===== src/rtl/alu_arbiter_pkg.sv =====
// ---------------------------------------------------------------------------
// alu_pkg
// Shared definitions for the two-requester ALU arbiter:
//   - DATA_W_DEF     : default operand width
//   - OP_ADD..OP_DIV : operation codes driven on alu_op
//   - ST_IDLE/ST_RUN/ST_RESP : arbiter state encoding
//   - gnt_to_id      : converts a one-hot 2-way grant into a requester index
// ---------------------------------------------------------------------------
package alu_pkg;

  localparam int DATA_W_DEF = 8;

  // Operation codes as seen by requesters and the shared ALU.
  localparam logic [1:0] OP_ADD = 2'b00;
  localparam logic [1:0] OP_SUB = 2'b01;
  localparam logic [1:0] OP_MUL = 2'b10;
  localparam logic [1:0] OP_DIV = 2'b11;

  // Arbiter state encoding; 2'b11 is unused and recovers to idle.
  localparam logic [1:0] ST_IDLE = 2'b00;
  localparam logic [1:0] ST_RUN  = 2'b01;
  localparam logic [1:0] ST_RESP = 2'b10;

  // Index of the winning requester for a one-hot grant (0 when gnt is 2'b01).
  function automatic logic gnt_to_id(input logic [1:0] gnt);
    return (gnt == 2'b10);
  endfunction

endpackage


===== src/rtl/alu_arbiter_rr_arb2.sv =====
// ---------------------------------------------------------------------------
// rr_arb2
// Combinational 2-way round-robin picker.
// Ports:
//   i_req  [1:0] : request vector, bit n = requester n
//   i_last       : index of the requester granted most recently
//   o_gnt  [1:0] : one-hot grant (all zero when nobody requests)
// A lone requester always wins; when both request, the one that was not
// granted last wins, so contention strictly alternates.
// ---------------------------------------------------------------------------
module rr_arb2
  import alu_pkg::*;
(
  input  logic [1:0] i_req,
  input  logic       i_last,
  output logic [1:0] o_gnt
);

  // Grant decode: contention is resolved against the last-grant pointer.
  always_comb begin
    o_gnt = 2'b00;
    case (i_req)
      2'b01:   o_gnt = 2'b01;
      2'b10:   o_gnt = 2'b10;
      2'b11:   o_gnt = i_last ? 2'b01 : 2'b10;
      default: o_gnt = 2'b00;
    endcase
  end

endmodule


===== src/rtl/alu_arbiter.sv =====
// ---------------------------------------------------------------------------
// alu_arbiter
// Shares one multi-cycle ALU between two requesters with round-robin
// arbitration. Flow: IDLE (pick a winner, latch its operands) -> RUN
// (alu_start high, wait for alu_finish) -> RESP (one-cycle ack) -> IDLE.
// IDLE always lasts at least one cycle after RESP so the ALU sees
// alu_start low between operations.
//
// Optional feature: define ALU_ARB_TIMEOUT_EN to bound RUN to TIMEOUT
// cycles; an expired operation is acknowledged with err=1 and res=0.
// Without the macro err is constant 0 and RUN waits for alu_finish.
//
// Ports:
//   clk, rst              : clock, synchronous active-high reset
//   req0/req1             : requests, held until the matching ack
//   op0/op1, x0/y0, x1/y1 : operation code and operands per requester
//   ack0/ack1             : one-cycle completion pulses
//   res, err              : result / timeout flag, qualified by ack
//   alu_start, alu_op, alu_x, alu_y : command to the shared ALU
//   alu_finish, alu_result          : completion and result from the ALU
// All outputs come straight from registers.
// ---------------------------------------------------------------------------
module alu_arbiter
  import alu_pkg::*;
#(
  parameter int DATA_W  = DATA_W_DEF,
  parameter int TIMEOUT = 64
) (
  input  logic                  clk,
  input  logic                  rst,
  input  logic                  req0,
  input  logic                  req1,
  input  logic [1:0]            op0,
  input  logic [1:0]            op1,
  input  logic [DATA_W-1:0]     x0,
  input  logic [DATA_W-1:0]     y0,
  input  logic [DATA_W-1:0]     x1,
  input  logic [DATA_W-1:0]     y1,
  output logic                  ack0,
  output logic                  ack1,
  output logic [2*DATA_W-1:0]   res,
  output logic                  err,
  output logic                  alu_start,
  output logic [1:0]            alu_op,
  output logic [DATA_W-1:0]     alu_x,
  output logic [DATA_W-1:0]     alu_y,
  input  logic                  alu_finish,
  input  logic [2*DATA_W-1:0]   alu_result
);

  logic [1:0]          r_state;
  logic [1:0]          w_state_nxt;
  logic                r_last;      // last granted requester, doubles as owner
  logic [1:0]          w_gnt;
  logic                w_win;
  logic                w_take;      // a winner is accepted this cycle
  logic                w_finish;    // ALU completed during RUN
  logic                w_timeout;   // RUN expired without completion
  logic                w_done;      // RUN ends this cycle for either reason
  logic                r_start;
  logic                r_ack0;
  logic                r_ack1;
  logic [2*DATA_W-1:0] r_res;
  logic [1:0]          r_op;
  logic [DATA_W-1:0]   r_x;
  logic [DATA_W-1:0]   r_y;

  rr_arb2 u_rr_arb2 (
    .i_req  ({req1, req0}),
    .i_last (r_last),
    .o_gnt  (w_gnt)
  );

  assign w_win    = gnt_to_id(w_gnt);
  assign w_take   = (r_state == ST_IDLE) && (w_gnt != 2'b00);
  assign w_finish = (r_state == ST_RUN) && alu_finish;
  assign w_done   = w_finish || w_timeout;

`ifdef ALU_ARB_TIMEOUT_EN
  localparam int CNT_W = (TIMEOUT > 32'sd1) ? $clog2(TIMEOUT) : 1;
  localparam logic [CNT_W-1:0] CNT_LAST = CNT_W'(TIMEOUT - 32'sd1);

  logic [CNT_W-1:0] r_cnt;
  logic             r_err;

  // alu_finish has priority, so a timeout only fires when finish is low.
  assign w_timeout = (r_state == ST_RUN) && !alu_finish && (r_cnt == CNT_LAST);

  // RUN cycle counter: cleared when an operation is accepted.
  always_ff @(posedge clk) begin
    if (rst) begin
      r_cnt <= '0;
    end else if (w_take) begin
      r_cnt <= '0;
    end else if (r_state == ST_RUN) begin
      r_cnt <= r_cnt + CNT_W'(1);
    end else begin
      r_cnt <= r_cnt;
    end
  end

  // Error flag: refreshed only when an operation completes, held otherwise.
  always_ff @(posedge clk) begin
    if (rst) begin
      r_err <= 1'b0;
    end else if (w_done) begin
      r_err <= w_timeout;
    end else begin
      r_err <= r_err;
    end
  end

  assign err = r_err;
`else
  logic w_unused_cfg;

  assign w_timeout    = 1'b0;
  assign err          = 1'b0;
  assign w_unused_cfg = (TIMEOUT != 32'sd0);
`endif

  // Next-state decode; RESP never returns straight to RUN.
  always_comb begin
    w_state_nxt = ST_IDLE;
    case (r_state)
      ST_IDLE: begin
        if (w_take) begin
          w_state_nxt = ST_RUN;
        end else begin
          w_state_nxt = ST_IDLE;
        end
      end
      ST_RUN: begin
        if (w_done) begin
          w_state_nxt = ST_RESP;
        end else begin
          w_state_nxt = ST_RUN;
        end
      end
      ST_RESP: w_state_nxt = ST_IDLE;
      default: w_state_nxt = ST_IDLE;
    endcase
  end

  // State register.
  always_ff @(posedge clk) begin
    if (rst) begin
      r_state <= ST_IDLE;
    end else begin
      r_state <= w_state_nxt;
    end
  end

  // Last-grant pointer: moves only when an operation is accepted, so it
  // also identifies the owner of the operation through RUN and RESP.
  always_ff @(posedge clk) begin
    if (rst) begin
      r_last <= 1'b1;
    end else if (w_take) begin
      r_last <= w_win;
    end else begin
      r_last <= r_last;
    end
  end

  // ALU command: operands captured at acceptance and frozen until the next.
  always_ff @(posedge clk) begin
    if (rst) begin
      r_op <= 2'b00;
      r_x  <= '0;
      r_y  <= '0;
    end else if (w_take) begin
      r_op <= w_win ? op1 : op0;
      r_x  <= w_win ? x1  : x0;
      r_y  <= w_win ? y1  : y0;
    end else begin
      r_op <= r_op;
      r_x  <= r_x;
      r_y  <= r_y;
    end
  end

  // alu_start mirrors "next state is RUN" so it is high for all of RUN.
  always_ff @(posedge clk) begin
    if (rst) begin
      r_start <= 1'b0;
    end else begin
      r_start <= (w_state_nxt == ST_RUN);
    end
  end

  // Acks: one-cycle pulse to the owner on the cycle RESP is entered.
  always_ff @(posedge clk) begin
    if (rst) begin
      r_ack0 <= 1'b0;
      r_ack1 <= 1'b0;
    end else begin
      r_ack0 <= w_done && !r_last;
      r_ack1 <= w_done &&  r_last;
    end
  end

  // Result: ALU value on completion, zero on timeout, held otherwise.
  always_ff @(posedge clk) begin
    if (rst) begin
      r_res <= '0;
    end else if (w_finish) begin
      r_res <= alu_result;
    end else if (w_timeout) begin
      r_res <= '0;
    end else begin
      r_res <= r_res;
    end
  end

  assign ack0      = r_ack0;
  assign ack1      = r_ack1;
  assign res       = r_res;
  assign alu_start = r_start;
  assign alu_op    = r_op;
  assign alu_x     = r_x;
  assign alu_y     = r_y;

endmodule


===== config.mk =====
export PLATFORM = sky130hd
export DESIGN_NAME = alu_arbiter
export DESIGN_NICKNAME = d
export VERILOG_FILES = /design/src/rtl/alu_arbiter_pkg.sv /design/src/rtl/alu_arbiter_rr_arb2.sv /design/src/rtl/alu_arbiter.sv
export SDC_FILE = /design/constraint.sdc
export NUM_CORES = 1
export LEC_CHECK = 0
export CORE_ASPECT_RATIO = 0.9
export CORE_MARGIN = 2
export CORE_UTILIZATION = 50
export CTS_CLUSTER_SIZE = 8
export DETAILED_ROUTE_END_ITERATION = 8
export DONT_BUFFER_PORTS = 1
export SYNTH_ARGS = -nofsm -noshare
export SYNTH_HDL_FRONTEND = slang
export SYNTH_HIERARCHICAL = 1
export SYNTH_SLANG_ARGS = --single-unit

===== constraint.sdc =====
create_clock -name clk -period 2 [get_ports clk]
set_clock_uncertainty 0.05 [all_clocks]
set_input_delay 0.4 -clock clk [delete_from_list [all_inputs] [get_ports clk]]
set_output_delay 0.4 -clock clk [all_outputs]
set_load 0.01 [all_outputs]

==> summary.md <==
| Metric | Value |
|---|---|
| Share of the synthesized area in the top cell type | `between 40% and 50%` |
| Hold path cells | `1` |
| Initial core utilization | `approximately 52%` |
| CP cell instances | `inv_1 -> a21boi_1 -> nand2b_1 -> buf_4 -> o22ai_1 -> a221oi_1` |
| Global-route wire length before repair | `5190 um` |
| Die height | `57.8 um` |
| Max_cap viols | `0` |
| R2R depth | `6` |
| Die W | `around 64 um` |
| Initial antenna violation count | `0` |
| Share of layout cells above drive strength 1 | `roughly 14%` |
| Drt wl/cell | `~16 um` |
| Status | `finished, final reports clean` |
| Final GP Congestion | `0.672` |
| Largest net degree at the start of global routing | `40` |
| CTS root buf | `clkbuf_4` |
| Fillers | `300` |
| HPWL after detailed placement | `2340 um` |
| Reg2reg start | `r_last` |
| Most common cell after layout, fill and taps aside | `dfxtp_1` |
| Endpoints failing hold | `0` |
| Fin nets | `between 200 and 250` |
| Final setup violating endpoints | `0` |
| Routed WL | `roughly 3300 um` |
| Hold-fix buffers, CTS | `0` |
| Total GRT Usage | `18.7%` |
| Period utilization | `between 80 and 90%` |
| Post-cts resize count | `0` |
| Library cells used by synthesis | `25` |
| R2R Path End | `alu_y[0]` |
| Global route overflow | `0` |
| Post-Syn Area per Cell | `approximately 9 um^2` |
| CP max FO | `18` |
| CTS Buf Count | `5` |
| Total core area | `about 3000 um^2` |
| Die area | `between 3000 and 4000 um^2` |
| Yosys top cell by area | `dfxtp_1` |
| Seq/Total Area, Yosys | `between 40% and 50%` |
| Most frequent cells in the layout | `dfxtp_1, nand2_1, inv_1` |
| Crit path launch | `r_last` |
| CTS tree | `built` |
| Peak VDD IR | `between 500 and 600 uV` |
| Dpl ws | `~75 ps` |
| Synth warn | `6` |
| Worst Setup EP | `alu_y[0]` |
| Critical path type | `reg2reg` |
| Minimum clock period | `~1800 ps` |
| Clock latency at the later pin of the worst-skew pair | `approximately 350 ps` |
| First drt pass iteration count | `4` |
| CTS sink count | `40` |
| I/O Buffers | `0` |
| Area Overhead vs Synth | `4.05%` |
| CP max stage delay | `roughly 410 ps` |
| PwrDens | `~960 nW/um^2` |
| Worst rel slew slack | `55.6%` |
| WP data arrival | `between 1500 and 2000 ps` |
| Pin slew with the least headroom to its limit | `between 600 and 700 ps` |
| DRC Markers | `0` |
| Number of global-route vias before repair | `approximately 1100` |
| Yosys reg bits | `40` |
| Buf/Inv on CP | `2` |
| H-tree depth | `2` |
| Clock buffer depth | `2` |
| Worst path slowest cell | `dfxtp_1` |
| Cell area after synthesis | `approximately 1600 um^2` |
| IO Pins | `between 90 and 100` |
| Routed Antenna Nets | `0` |
| Row count | `19` |
| # diodes | `0` |
| Worst setup EP type | `flop` |
| Setup_tns | `0 ps` |
| Vias/cell | `between 5 and 6` |
| RSZ-0062 raised after global routing | `no` |
| Postcts setup bufs | `0` |
| Class of the worst hold path | `in2reg` |
| Worst R2R Setup Slack | `220 ps` |
| Leakage | `between 0.5 and 0.6 nW` |
| Kind of cell adding the most delay to the critical path | `compound AO/OA/AOI/OAI gates` |
| Mapped Nets | `approximately 230` |
| Initial detailed-routing violation count | `39` |
| Peak Freq | `about 560 MHz` |
| CTS clk-pin slew, worst paths | `about 120 ps` |
| Syn Inst Count | `approximately 180` |
| Levels on crit path | `6` |
| Final max-slew violation count | `0` |
| Fin worst setup slack | `roughly 220 ps` |
| Synth area leaders | `dfxtp_1, a221oi_2, nand2_1` |
| Vias after detailed routing | `between 1000 and 1500` |
| Crit path launch type | `flop` |
| Req. time, crit path | `approximately 2200 ps` |
-- state kept, by name, indices dropped and copies added, names as in the netlist --
register / count
alu_op: 2
ack0: 1
alu_y: 8
res: 16
alu_start: 1
r_state: 2
r_last: 1
alu_x: 8
ack1: 1
-- kinds of logic after synthesis --
group                  count (synthesis)  share of synthesized area, %
AOI/OAI and AO/OA                     59                          28.5
buffers and inverters                 35                          10.1
DFF                                   40                          49.9
other                                  1                         0.234
and+or+nand+nor                       41                          11.2
-- stage by stage --
step           cell area [um^2]  hold WS [ps]  power [mW]  cells  util, %
2_1_floorplan              1610           408        1.16    176        -
3_3_place_gp               1600           421        1.18    206     52.1
3_5_place_dp               1600           421        1.19    206     52.1
4_1_cts                    1660          25.7        1.62    214     54.2
5_1_grt                    1670          23.0        1.70    214     54.5
6_report                   1670          54.9        1.60    214     54.5
-- metal layers --
metal / part of all wire, % / GRT usage (%) / up-vias
met5: 0 / 0 / -
met4: 2.0 / 10.2 / 0
met3: 11 / 7.57 / 7
met2: 46 / 28.4 / 65
met1: 41 / 22.8 / 552
li1: - / - / 603
-- cell type report --
cell class              instances  area, um^2  share of cell area [%]
clock inverters                 2        15.0                   0.899
inverters                      20        75.1                    4.49
flip-flops and latches         40         801                    47.9
multi-input cells             101         653                    39.1
repair buffers                  3        22.5                    1.35
well taps                      42        52.6                    3.15
clock buffers                   6        51.3                    3.07
-- worst min path at each step --
stage	from	end	slack [ps]
floorplan	r_last	ack0	410
global placement	rst	alu_x[6]	420
detailed placement	rst	alu_x[1]	420
CTS	rst	alu_x[1]	30
global route	rst	res[13]	20
finish	rst	res[4]	50
-- worst register-to-register path, cell delays in order, from the launching register on --
cell and delay [ps]:
dfxtp_1 410, inv_1 50, a21boi_1 390, nand2b_1 160, buf_4 220, o22ai_1 100
a221oi_1 300
-- power by group --
group | switching (mW) | internal (mW) | total, mW
clock | 0.263 | 0.171 | 0.433
combinational | 0.131 | 0.0918 | 0.223
sequential | 0.0785 | 0.869 | 0.947
total | 0.473 | 1.13 | 1.60
-- Yosys cell counts, drive strengths merged --
master  count
or3b        1
o21ai       1
and3b       1
dfxtp      40
conb        1
a21oi      18
a221oi     18
clkbuf      3
a21o        2
clkinv      1
o22ai      18
nand2      33
a21boi      2
nand3b      1
nor3        1
inv        19
nor2        2
buf        12
nand2b      1
and2        1
Note: power is estimated with default switching activity, not from simulation.
